==> src/rtl/imm_pkg.sv <==
// Shared definitions for the immediate encoder: opcodes, format classes, the NOP
// substitute word and the sign-extension range check.
package imm_pkg;

  localparam logic [6:0]  OP_LD     = 7'd3;
  localparam logic [6:0]  OP_ADDI   = 7'd19;
  localparam logic [6:0]  OP_SD     = 7'd35;
  localparam logic [6:0]  OP_BRANCH = 7'd99;
  localparam logic [6:0]  OP_LUI    = 7'd55;
  localparam logic [31:0] NOP       = 32'h0000_0013;

  typedef enum logic [2:0] {FMT_I, FMT_S, FMT_SB, FMT_U, FMT_BAD} fmt_t;

  function automatic fmt_t fmt_of(input logic [6:0] op);
    case (op)
      OP_LD, OP_ADDI: return FMT_I;
      OP_SD:          return FMT_S;
      OP_BRANCH:      return FMT_SB;
      OP_LUI:         return FMT_U;
      default:        return FMT_BAD;
    endcase
  endfunction

  // True when v equals the sign-extension of its low n bits: everything above
  // bit n-2 must collapse to all zeros or all ones after an arithmetic shift.
  function automatic logic fits(input logic signed [63:0] v, input int unsigned n);
    logic signed [63:0] sh;
    sh = v >>> (n - 1);
    return (sh == '0) || (sh == '1);
  endfunction

endpackage

==> src/rtl/imm_fifo.sv <==
// Two-entry synchronous FIFO. Pointers/occupancy are reset; storage is not,
// so the read port is forced to zero whenever the FIFO is empty.
module imm_fifo
  import imm_pkg::*;
#(
  parameter int DATA_W = 33
) (
  input  logic              clk,
  input  logic              rst_n,
  input  logic              push,
  input  logic [DATA_W-1:0] push_data,
  input  logic              pop,
  output logic [DATA_W-1:0] pop_data,
  output logic              not_full,
  output logic              not_empty
);

  logic [DATA_W-1:0] mem [2];
  logic              wr_ptr;
  logic              rd_ptr;
  logic [1:0]        count;
  logic              do_push;
  logic              do_pop;

  assign not_full  = (count < 2'd2);
  assign not_empty = (count != 2'd0);
  assign do_push   = push && not_full;
  assign do_pop    = pop && not_empty;
  assign pop_data  = not_empty ? mem[rd_ptr] : '0;

  always_ff @(posedge clk or negedge rst_n) begin
    if (!rst_n) begin
      wr_ptr <= 1'b0;
      rd_ptr <= 1'b0;
      count  <= 2'd0;
    end else begin
      if (do_push) wr_ptr <= ~wr_ptr;
      if (do_pop)  rd_ptr <= ~rd_ptr;
      count <= count + 2'(do_push) - 2'(do_pop);
    end
  end

  always_ff @(posedge clk) begin
    if (do_push) mem[wr_ptr] <= push_data;
  end

endmodule

==> src/rtl/imm_encoder.sv <==
// Encodes a register/immediate request into a 32-bit instruction word, substituting
// a NOP on range/alignment/opcode errors, and buffers results in a 2-entry FIFO.
module imm_encoder
  import imm_pkg::*;
#(
  parameter int ERR_W = 8
) (
  input  logic                    clk,
  input  logic                    rst_n,
  input  logic                    in_valid,
  output logic                    in_ready,
  input  logic [6:0]              in_opcode,
  input  logic [4:0]              in_rd,
  input  logic [4:0]              in_rs1,
  input  logic [4:0]              in_rs2,
  input  logic [2:0]              in_funct3,
  input  logic signed [63:0]      in_imm,
  output logic                    out_valid,
  input  logic                    out_ready,
  output logic [31:0]             out_instr,
  output logic                    out_err,
  output logic [ERR_W-1:0]        err_count
);

  function automatic logic [ERR_W-1:0] sat_inc(input logic [ERR_W-1:0] v);
    return (&v) ? v : v + ERR_W'(1);
  endfunction

  fmt_t        fmt;
  logic        enc_err;
  logic [31:0] enc_instr;
  logic        accept;
  logic [32:0] head;

  always_comb begin
    fmt       = fmt_of(in_opcode);
    enc_err   = 1'b1;
    enc_instr = NOP;
    case (fmt)
      FMT_I: begin
        enc_err   = !fits(in_imm, 12);
        enc_instr = {in_imm[11:0], in_rs1, in_funct3, in_rd, in_opcode};
      end
      FMT_S: begin
        enc_err   = !fits(in_imm, 12);
        enc_instr = {in_imm[11:5], in_rs2, in_rs1, in_funct3, in_imm[4:0], in_opcode};
      end
      FMT_SB: begin
        enc_err   = !fits(in_imm, 13) || in_imm[0];
        enc_instr = {in_imm[12], in_imm[10:5], in_rs2, in_rs1, in_funct3,
                     in_imm[4:1], in_imm[11], in_opcode};
      end
      FMT_U: begin
        enc_err   = !fits(in_imm, 32) || (|in_imm[11:0]);
        enc_instr = {in_imm[31:12], in_rd, in_opcode};
      end
      default: begin
        enc_err   = 1'b1;
        enc_instr = NOP;
      end
    endcase
    if (enc_err) enc_instr = NOP;
  end

  assign accept = in_valid && in_ready;

  imm_fifo #(.DATA_W(33)) u_fifo (
    .clk       (clk),
    .rst_n     (rst_n),
    .push      (accept),
    .push_data ({enc_err, enc_instr}),
    .pop       (out_ready),
    .pop_data  (head),
    .not_full  (in_ready),
    .not_empty (out_valid)
  );

  assign out_err   = head[32];
  assign out_instr = head[31:0];

  always_ff @(posedge clk or negedge rst_n) begin
    if (!rst_n) begin
      err_count <= '0;
    end else if (accept && enc_err) begin
      err_count <= sat_inc(err_count);
    end
  end

endmodule

==> config.mk <==
export PLATFORM = sky130hd
export DESIGN_NAME = imm_encoder
export DESIGN_NICKNAME = d
export VERILOG_FILES = /design/src/rtl/imm_pkg.sv /design/src/rtl/imm_fifo.sv /design/src/rtl/imm_encoder.sv
export SDC_FILE = /design/constraint.sdc
export NUM_CORES = 1
export LEC_CHECK = 0
export CORE_ASPECT_RATIO = 1.1
export CORE_UTILIZATION = 32
export DETAILED_ROUTE_END_ITERATION = 12
export GPL_TIMING_DRIVEN = 0
export MAX_ROUTING_LAYER = met4
export PLACE_DENSITY_LB_ADDON = 0.05
export SLEW_MARGIN = 0
export SYNTH_ARGS = -nofsm -noshare
export SYNTH_HDL_FRONTEND = slang
export SYNTH_SLANG_ARGS = --single-unit
export TNS_END_PERCENT = 30
==> constraint.sdc <==
create_clock -name clk -period 4.2 [get_ports clk]
set_input_delay 0.42 -clock clk [delete_from_list [all_inputs] [get_ports clk]]
set_output_delay 0.42 -clock clk [all_outputs]
set_load 0.02 [all_outputs]
==> results of run 1 <==
## cells in the final DEF (no fill, tap or decap), drive strengths merged
| cell | netlist | final |
|---|---|---|
| o32ai | 1 | 1 |
| bufinv | 0 | 2 |
| mux2i | 33 | 33 |
| nor4 | 17 | 17 |
| clkdlybuf4s50 | 0 | 135 |
| nand2 | 46 | 46 |
| clkinvlp | 0 | 2 |
| or4 | 1 | 1 |
| clkinv | 0 | 3 |
| mux2 | 4 | 4 |
| inv | 8 | 8 |
| dfrtp | 12 | 12 |
| nand3 | 10 | 10 |
| and2 | 1 | 1 |
| edfxtp | 66 | 66 |
| nor2 | 56 | 56 |
| clkbuf | 12 | 21 |
| nand2b | 1 | 1 |
| and4bb | 1 | 1 |
| and3 | 1 | 1 |
| or3 | 2 | 2 |
| a221o | 1 | 1 |
| buf | 4 | 5 |
| nor2b | 1 | 1 |
| xnor2 | 7 | 7 |
| nand3b | 1 | 1 |
| a22oi | 11 | 11 |
| or2 | 1 | 1 |
| a21oi | 22 | 22 |
| nand4 | 16 | 16 |
| xor2 | 2 | 2 |
| ha | 3 | 3 |
| nor3 | 5 | 5 |
| a41oi | 1 | 1 |
| o21ai | 1 | 1 |
| conb | 2 | 6 |
## per-layer routing
layer | routed length (um) | vias up
met5 | 0 | -
met4 | 289 | 0
met3 | 852 | 18
met2 | 5080 | 140
met1 | 4350 | 1509
li1 | - | 1594
## worst max path at each step
stage / slack, ns / end / cells after the start / startpoint
after floorplan: 1.67 / u_fifo.mem[0][0] / 3 / u_fifo.count[1]
after global placement: 0.38 / u_fifo.mem[0][17] / 3 / in_valid
after detailed placement: 0.94 / u_fifo.mem[1][4] / 10 / in_imm[33]
after CTS: 1.03 / out_instr[20] / 5 / u_fifo.rd_ptr
after global routing: 0.96 / out_instr[20] / 5 / u_fifo.rd_ptr
final: 1.14 / out_instr[20] / 5 / u_fifo.rd_ptr
## worst max-delay path, stage by stage, from the launching register on
cell and delay, ns:
sky130_fd_sc_hd__dfrtp_1 0.33, sky130_fd_sc_hd__clkbuf_1 0.35, sky130_fd_sc_hd__clkbuf_1 0.65, sky130_fd_sc_hd__mux2i_1 0.16
sky130_fd_sc_hd__nor2_1 0.18, sky130_fd_sc_hd__clkdlybuf4s50_1 0.63
## layout make-up
cell class	instances	share of cell area
sequential	78	0.397
inverter	8	0.00522
multi-input combinational	252	0.259
buffer	16	0.0135
timing repair buffer	136	0.238
tap	150	0.0326
clock buffer	9	0.0391
clock inverter	7	0.0154
## power breakdown
part           internal [uW]  total, uW  switching, uW
Clock                    515        816            301
Combinational            704       1510            807
Sequential              1030       1100           70.4
Total                   2250       3420           1180
## sequential cells by signal (all words and copies together) (netlist names)
name	cells
u_fifo.rd_ptr	1
u_fifo.wr_ptr	1
err_count	8
u_fifo.count	2
u_fifo.mem	66
## metrics by stage
step | cells | utilization
final | 656 | 0.496
after global placement | 639 | 0.467
after detailed placement | 640 | 0.469
after CTS | 656 | 0.496
after global routing | 656 | 0.496
after floorplan | 354 | -
## cells by family (layout without fill, tap and decap cells)
group	count (synthesis)	after routing	synth area share
compound gates	37	37	0.0584
simple gates	160	160	0.193
buf+inv	24	176	0.0279
flops	78	78	0.591
mux	37	37	0.0973
other cells	2	6	0.00195
xor+xnor	9	9	0.0204
fa+ha+maj	3	3	0.00973
==> flow_metrics.tcl, run 1 <==
set metrics [dict create \
    run_status "finished, final reports clean" \
    r2r_setup_slk_ns 2.26 \
    synth_top_cells_by_count "66 x sky130_fd_sc_hd__edfxtp_1, 56 x sky130_fd_sc_hd__nor2_1, 45 x sky130_fd_sc_hd__nand2_1" \
    worst_skew_pair.late_latency_ns 0.34 \
    reported_max_cap_violation_count 0 \
    multiInputGateArea_um2 1490 \
    groute.usage.overall 0.181 \
    finalSetupViolCount 0 \
    postCtsHoldBufs 0 \
    detailed_place.area_um2 5440 \
    gp_congestion 0.845 \
    synth.most_common_cell "sky130_fd_sc_hd__edfxtp_1" \
    hold_violation_count_in_the_final_report 0 \
    met1_usage 0.211 \
    ys_async_sr_fraction 0.154 \
    ys_seq_elements 78 \
    synth_area_leader_cell "sky130_fd_sc_hd__edfxtp_1" \
    area.sequential_um2 2280 \
    cts_inserted_buffers 9 \
    globalRouteMet2Util 0.289 \
    final_period_minus_worst_setup_slack_ns 3.06 \
    max_slew_margin 0.425 \
    synth_cell_types 36 \
    postCtsResizedCells 0 \
    crit_path_start_kind "register" \
    clkSinkCount 78 \
    hpwl_um 8050 \
    ant_nets 0 \
    grt_start_max_net_pins 34 \
    drt_pass1_iterations 4 \
    endpoint_kind "output port" \
    max_freq_mhz 327 \
    timing.setup.critical_path_class "register to output port" \
    die-height_um 117 \
    initialDrtViolationCount 137 \
    first_global_vias 3277 \
    post_dr_vias_cell 4.97 \
    totalWireLength_um 10600 \
    synthesis.area_um2 3860 \
    clock_tree_from_tritoncts "built" \
    design.portCount 136 \
    setup_total_negative_slack_ns 0 \
    vdd_ir_drop_max_uv 254 \
    globalRouteOverflowTotal 0 \
    final.hold.worst_slack_ns 0.441 \
    grt_pass1_wl_um 16000 \
    synth_top_area_share 0.514 \
    dominant_cells_by_area_after_synthesis "sky130_fd_sc_hd__edfxtp_1 51%, sky130_fd_sc_hd__mux2i_1 8.6%, sky130_fd_sc_hd__dfrtp_1 7.8%, sky130_fd_sc_hd__nor2_1 5.4%, sky130_fd_sc_hd__nand2_1 4.4%" \
    power_uw 3420 \
    n_antenna_cell 0 \
    netlist_instances 350 \
    clock_tree.htree_level_count 3 \
    antenna_found_initial 0 \
    nNetsFinal 597 \
    synthesis.yosys.warnings 0 \
    reg2regPathDepth 7 \
    regToRegEndpoint "u_fifo.count[1]" \
    final.setup_skew_ns 0.00491 \
    die_w_um 107 \
    cts_root_buf "sky130_fd_sc_hd__clkbuf_16" \
    grt_use_met3 0.0371 \
    clk_pin_slew_ns 0.06 \
    detailedPlace.worstSlack_ns 0.939 \
    power-per-cell-area_nw_per_um2 595 \
    final_design_area_no_fill_um2 5760 \
    core.rowCount 41 \
    rsz0062_at_grt "no" \
    postSynth.topFlopCell "sky130_fd_sc_hd__edfxtp_1" \
    rr_startpoint "u_fifo.count[1]" \
    final.period_utilization 0.727 \
    initial_utilization 0.333 \
    critPathRequiredTime_ns 3.78 \
    fill_cells 1113 \
    max-clock-path-buffers 2 \
    design.die.area_um2 12500 \
    grt.busiest_layer "met2" \
    cp.arrival_ns 2.64 \
    layout_cell_share_with_drive_strength_beyond_1 0.0494 \
    drcViolationCount 0 \
    synth.yosys.seq_area_share 0.591 \
    port-buffer-count 135 \
    post_cts.repair.setup_buffers 0 \
    power.static_leakage_uw 0.00208 \
    synth_enable_flop_cells 66 \
    vias 3261 \
    worst_pin_slew_ns 0.863 \
    final-max-slew-violation-count 0 \
    placeableCoreArea_um2 11600 \
    hold_path_class "input port to async pin" \
    post_drt_wl_per_cell_um 16.1 \
    syn_avg_cell_area_um2 11.0 \
    setup_slack_ns 1.14 \
    syn2layout_area_growth_pct 49.2 \
    critical_path.max_fanout 10 \
]
Power figures use the tool's default switching activity.
==> run 2: changes to the inputs <==
==> constraint.sdc (replaced) <==
create_clock -name clk -period 2.9 [get_ports clk]
set_input_delay 0.29 -clock clk [delete_from_list [all_inputs] [get_ports clk]]
set_output_delay 0.29 -clock clk [all_outputs]
set_load 0.02 [all_outputs]
==> run 2 against run 1 <==
Against the previous run:
- clock power up 45%
- clock skew rose by 0.00074 ns
- sequential power rose by 45%
- final cell count is the same
- combinational power is 45% higher
- cell area grew 0.28%
- critical path depth up 5
- clock-buffer cell count stayed put
- critical path type is now input port to register
- die area unchanged
- non-clock buffer count is the same
- core utilization grew 0.14 points
==> flow_metrics.tcl, run 2 (same netlist as run 1, synthesis figures left out) <==
set metrics [dict create \
    run_status "finished, final reports clean" \
    worst_pin_slew_ns 0.883 \
    totalWireLength_um 10600 \
    syn2layout_area_growth_pct 49.6 \
    critPathMostFrequentCell "sky130_fd_sc_hd__buf_6" \
    drt_pass1_iterations 5 \
    wirelength_met1_um 4490 \
    flip_flop_count_of_the_largest_register_after_layout 66 \
    initial_utilization 0.333 \
    top_layer_used "met4" \
    design.portCount 136 \
    max-clock-path-buffers 2 \
    final.setup_skew_ns 0.00565 \
    wl_met3_um 781 \
    vias 3285 \
    met2RoutedLength_um 5050 \
    max_slew_margin 0.411 \
    cp.arrival_ns 2.80 \
    max_flop_register "u_fifo.mem" \
    biggestRegsByFlops "u_fifo.mem: 66 flops, err_count: 8 flops, u_fifo.count: 2 flops" \
    setup_slack_ns 0.178 \
    endpoint_kind "register" \
    final_period_minus_worst_setup_slack_ns 2.72 \
    layout_cell_share_with_drive_strength_beyond_1 0.0593 \
    final_cell_mix "135 x sky130_fd_sc_hd__clkdlybuf4s50_1, 66 x sky130_fd_sc_hd__edfxtp_1, 55 x sky130_fd_sc_hd__nor2_1" \
    globalRouteOverflowTotal 0 \
    postCtsHoldBufs 0 \
    clkSinkCount 78 \
    timing.critical_path.slowest_stage_cell "sky130_fd_sc_hd__clkdlybuf4s50_1" \
    post_drt_wl_per_cell_um 16.2 \
    design.die.area_um2 12500 \
    port-buffer-count 135 \
    antenna_found_initial 0 \
    clock_tree.htree_level_count 3 \
    n_antenna_cell 0 \
    reported_max_cap_violation_count 0 \
    nNetsFinal 597 \
    rr_startpoint "u_fifo.count[1]" \
    final.hold.worst_slack_ns 0.313 \
    critical_path.max_fanout 10 \
    initialDrtViolationCount 150 \
    cts_root_buf "sky130_fd_sc_hd__clkbuf_16" \
    die-height_um 117 \
    drcViolationCount 0 \
    clock_tree_from_tritoncts "built" \
    rsz0062_at_grt "yes" \
    final.period_utilization 0.939 \
    crit_path_start_kind "input port" \
    detailedPlace.worstSlack_ns -0.231 \
    placeableCoreArea_um2 11600 \
    detailed_place.area_um2 5440 \
    crit_path_max_incr_delay_ns 0.43 \
    first_global_vias 3277 \
    groute.usage.overall 0.181 \
    grt_start_max_net_pins 34 \
    gp_congestion 0.845 \
    hold_path_class "input port to async pin" \
    hold_violation_count_in_the_final_report 0 \
    cts_inserted_buffers 9 \
    startpoint "in_imm[33]" \
    final_design_area_no_fill_um2 5770 \
    vdd_ir_drop_max_uv 373 \
    post_cts.repair.setup_buffers 0 \
    final-max-slew-violation-count 0 \
    max_freq_mhz 367 \
    post_dr_vias_cell 5.01 \
    critPathRequiredTime_ns 2.98 \
    timing.setup.critical_path_class "input port to register" \
    ant_nets 0 \
    core.rowCount 41 \
    mostFrequentLayoutCell "sky130_fd_sc_hd__clkdlybuf4s50_1" \
    power.static_leakage_uw 0.00209 \
    crit_path_cell_trace "clkdlybuf4s50_1, nor4_2, nand4_1, or3_1, and4bb_1, o32ai_1, a221o_1, buf_6, buf_6, or2_1" \
    clk_pin_slew_ns 0.06 \
    finalSetupViolCount 0 \
    power-per-cell-area_nw_per_um2 860 \
    hpwl_um 8050 \
    worst_skew_pair.late_latency_ns 0.34 \
    die_w_um 107 \
    grt_pass1_wl_um 16000 \
]
-- run 2: cell counts in the layout (fill, tap and decap cells not counted) --
Identical to the previous run, type by type.
-- run 2: final timing paths --
| path | end | cells past startpoint | slack (ns) |
|---|---|---|---|
| setup / recovery | u_fifo.mem[0][4] | 10 | 0.18 |
| hold / removal | err_count[7] | 1 | 0.31 |
| setup reg to reg | u_fifo.mem[1][25] | 4 | 0.96 |
| hold reg to reg | err_count[5] | 1 | 0.50 |
| max in group asynchronous | u_fifo.wr_ptr | 1 | 2.23 |
| min in group clk | err_count[5] | 1 | 0.50 |
-- run 2: layer usage --
| layer | up-vias | GRT usage |
|---|---|---|
| li1 | 1595 | - |
| met1 | 1530 | 0.211 |
| met2 | 141 | 0.289 |
| met3 | 19 | 0.0371 |
| met4 | 0 | 0.108 |
| met5 | - | - |
-- run 2: layout make-up --
type                    count  area [um2]
inverters                   8        30.0
repair buffers            136        1370
flip-flops and latches     78        2280
well taps                 150         188
clock inverters             7        88.8
plain buffers              16        81.3
clock buffers               9         225
multi-input cells         252        1510
fillers                  1111        5820
-- run 2: repair_timing --
item                                    in CTS  in global routing
endpoints found under the setup margin      13                 16
pin swaps                                    0                  0
resized for setup                            3                  2
cloned                                       0                  0
-- run 2: stage by stage --
step                utilization  TNS [ns]  instances  power [uW]
global placement          0.467    -30.15        639        3810
global route              0.498   -0.0166        656        5240
finish                    0.498         0        656        4960
floorplan                     -         0        354        2770
CTS                       0.497         0        656        5040
detailed placement        0.469     -7.05        640        3840
-- run 2: power breakdown --
group | switching (uW) | leakage [uW] | internal, uW
combinational | 1170 | 0.00118 | 1020
clock | 434 | 0.000149 | 747
sequential | 102 | 0.000761 | 1490
-- run 2: worst max-delay path: cells and delay by family --
family,cells,cell delay [ns]
buffers and inverters,3,0.73
and+or+nand+nor,5,1.39
AOI/OAI and AO/OA,2,0.39
==> run 3: changes to the inputs <==
--- a/config.mk
+++ b/config.mk
@@ -5,6 +5,7 @@
 export SDC_FILE = /design/constraint.sdc
 export NUM_CORES = 1
 export LEC_CHECK = 0
+export ABC_AREA = 1
 export CORE_ASPECT_RATIO = 1.1
 export CORE_UTILIZATION = 32
 export DETAILED_ROUTE_END_ITERATION = 12
==> constraint.sdc (replaced) <==
create_clock -name clk -period 2.61 [get_ports clk]
set_input_delay 0.261 -clock clk [delete_from_list [all_inputs] [get_ports clk]]
set_output_delay 0.261 -clock clk [all_outputs]
set_load 0.02 [all_outputs]
==> run 3 against run 2 <==
Against the previous run:
- routed wire length up 24%
- register-to-register slack worse by 0.32 ns
- synthesized cell count up 56%
- via count up 25%
- final cell count up 32%
- combinational power up 9.1%
- worst hold slack better by 0.0065 ns
- clock-buffer cell count up 1
- critical endpoint is now out_instr[20]
- largest power group unchanged
- highest routed layer unchanged
==> flow_metrics.tcl, run 3 <==
set metrics [dict create \
    run_status "finished, final reports clean" \
    globalRouteMet2Util 0.333 \
    biggestRegsByFlops "u_fifo.mem: 66 flops, err_count: 8 flops, u_fifo.count: 2 flops" \
    worst_pin_slew_ns 0.772 \
    gp_congestion 0.914 \
    final_period_minus_worst_setup_slack_ns 2.49 \
    layout_cell_share_with_drive_strength_beyond_1 0.0712 \
    hpwl_um 10400 \
    startpoint "u_fifo.rd_ptr" \
    clkSinkCount 78 \
    met1_usage 0.249 \
    core.rowCount 44 \
    post_drt_wl_per_cell_um 15.2 \
    hold_path_class "input port to async pin" \
    grt.busiest_layer "met2" \
    initial_utilization 0.329 \
    grt_pass1_wl_um 20800 \
    clk_pin_slew_ns 0.06 \
    finalSetupViolCount 0 \
    synth_enable_flop_cells 66 \
    cts_root_buf "sky130_fd_sc_hd__clkbuf_16" \
    timing.setup.critical_path_class "register to output port" \
    groute.usage.overall 0.199 \
    final_design_area_no_fill_um2 6300 \
    vdd_ir_drop_max_uv 351 \
    globalRouteOverflowTotal 0 \
    ant_nets 0 \
    synthesis.yosys.warnings 0 \
    drcViolationCount 0 \
    netSwitchingPower_uw 1950 \
    initialDrtViolationCount 197 \
    power-per-cell-area_nw_per_um2 845 \
    final.setup_skew_ns 0.00347 \
    cp.arrival_ns 2.23 \
    flip_flop_count_of_the_largest_register_after_layout 66 \
    die-height_um 124 \
    final_cell_mix "172 x sky130_fd_sc_hd__nand2_1, 132 x sky130_fd_sc_hd__clkdlybuf4s50_1, 107 x sky130_fd_sc_hd__nor2_1" \
    first_global_vias 4098 \
    hold_violation_count_in_the_final_report 0 \
    clock_power_share 0.232 \
    fill_cells 1315 \
    die_w_um 113 \
    final.period_utilization 0.953 \
    design.portCount 136 \
    max_slew_margin 0.483 \
    synth_cell_types 30 \
    ys_async_sr_fraction 0.154 \
    post_cts.repair.setup_buffers 0 \
    clock_tree_from_tritoncts "built" \
    switching_share 0.366 \
    syn2layout_area_growth_pct 44.8 \
    netlist_instances 545 \
    synth.yosys.seq_area_share 0.524 \
    power.static_leakage_uw 0.00249 \
    synth.most_common_cell "sky130_fd_sc_hd__nand2_1" \
    synthesis.area_um2 4350 \
    syn_avg_cell_area_um2 7.99 \
    rr_startpoint "err_count[0]" \
    utilization 0.477 \
    dominant_cells_by_area_after_synthesis "sky130_fd_sc_hd__edfxtp_1 46%, sky130_fd_sc_hd__nand2_1 15%, sky130_fd_sc_hd__nor2_1 9.5%, sky130_fd_sc_hd__dfrtp_1 6.9%, sky130_fd_sc_hd__a21oi_1 4.0%" \
    detailed_place.area_um2 5980 \
    reported_max_cap_violation_count 0 \
    placeableCoreArea_um2 13200 \
    synth_area_leader_cell "sky130_fd_sc_hd__edfxtp_1" \
    vias 4115 \
    port-buffer-count 135 \
    pwr-share-seq 0.318 \
    worst_skew_pair.late_latency_ns 0.33 \
    crit_path_start_kind "register" \
    postCtsHoldBufs 0 \
    postSynth.topFlopCell "sky130_fd_sc_hd__edfxtp_1" \
    cts_inserted_buffers 9 \
    final-max-slew-violation-count 0 \
    clock_tree.htree_level_count 3 \
    max-clock-path-buffers 2 \
    rsz0062_at_grt "no" \
    ys_seq_elements 78 \
    mostFrequentLayoutCell "sky130_fd_sc_hd__nand2_1" \
    post_dr_vias_cell 4.77 \
    n_antenna_cell 0 \
    endpoint_kind "output port" \
    internal_power_uw 3380 \
    antenna_found_initial 0 \
    postCtsResizedCells 8 \
    drt_pass1_iterations 5 \
    critPathRequiredTime_ns 2.35 \
    max_flop_register "u_fifo.mem" \
    synth_top_area_share 0.455 \
    totalWireLength_um 13100 \
    max_freq_mhz 402 \
    design.die.area_um2 14100 \
    critical_path.max_fanout 10 \
    grt_start_max_net_pins 27 \
    grt_use_met3 0.0409 \
    synth_top_cells_by_count "172 x sky130_fd_sc_hd__nand2_1, 110 x sky130_fd_sc_hd__nor2_1, 66 x sky130_fd_sc_hd__edfxtp_1" \
    comb_power_share 0.449 \
    final.hold.worst_slack_ns 0.319 \
    nNetsFinal 793 \
]
==> run 3: changes by cell type in the layout (fill, tap and decap cells not counted), sizes merged, moves of 13 or more <==
| cell | change |
|---|---|
| inv | +34 |
| nand2 | +127 |
| nor4 | -15 |
| nor3 | +13 |
| a21oi | +14 |
| nor2 | +58 |
| mux2i | -33 |
==> run 3: critical path, cell delays in order, from the launching register on <==
cell                              delay, ns
sky130_fd_sc_hd__dfrtp_1               0.36
sky130_fd_sc_hd__clkbuf_1              0.20
sky130_fd_sc_hd__inv_1                 0.19
sky130_fd_sc_hd__clkbuf_4              0.26
sky130_fd_sc_hd__nand2_1               0.07
sky130_fd_sc_hd__a21oi_1               0.18
sky130_fd_sc_hd__clkdlybuf4s50_1       0.63
==> run 3: worst paths after layout <==
kind	end	slack, ns	cells after the start
hold reg to reg	err_count[3]	0.53	2
max in group asynchronous	err_count[1]	1.88	1
setup / recovery	out_instr[20]	0.12	6
min in group clk	err_count[3]	0.53	2
setup reg to reg	err_count[4]	0.64	7
hold / removal	u_fifo.rd_ptr	0.32	1
==> run 3: area by class of cell <==
| type | count | area (um2) | share of cell area |
|---|---|---|---|
| plain buffers | 17 | 113 | 0.0179 |
| flip-flops and latches | 78 | 2280 | 0.362 |
| inverters | 41 | 154 | 0.0244 |
| well taps | 161 | 201 | 0.0320 |
| multi-input cells | 413 | 1850 | 0.294 |
| clock inverters | 6 | 60.1 | 0.00953 |
| clock buffers | 10 | 239 | 0.0379 |
| repair buffers | 137 | 1400 | 0.222 |
==> run 3: cells by family (layout without fill, tap and decap cells) <==
logic type                 Yosys count  count (layout)  share of synthesized area
and+or+nand+nor                    342             342                      0.320
xor gates and xnor gates            10              10                     0.0201
adders and majority gates            3               3                    0.00862
buffers and inverters               58             211                     0.0572
other                                2               6                    0.00173
AOI/OAI and AO/OA                   52              52                     0.0675
DFF                                 78              78                      0.524
==> run 3: power groups by stage <==
stage / combinational (uW) / sequential [uW] / clock, uW
floorplan: 1170 / 1740 / 0
global placement: 2330 / 1730 / 0
detailed placement: 2400 / 1720 / 0
CTS: 2410 / 1700 / 1260
global route: 2590 / 1720 / 1310
finish: 2390 / 1690 / 1240
==> run 3: routing by layer <==
metal  vias up  part of all wire
met3        11             0.054
li1       2099                 -
met2       123              0.49
met1      1882              0.44
met4         0             0.011
met5         -                 0
==> run 3: stage by stage <==
stage | TNS, ns | setup slack [ns] | instances | power (uW)
after floorplan | 0 | 0.0569 | 549 | 2910
after global placement | -72.01 | -1.14 | 845 | 4060
after detailed placement | 0 | 0.0452 | 847 | 4110
after CTS | 0 | 0.0294 | 863 | 5370
after global routing | 0 | 0.00744 | 863 | 5610
final | 0 | 0.122 | 863 | 5320
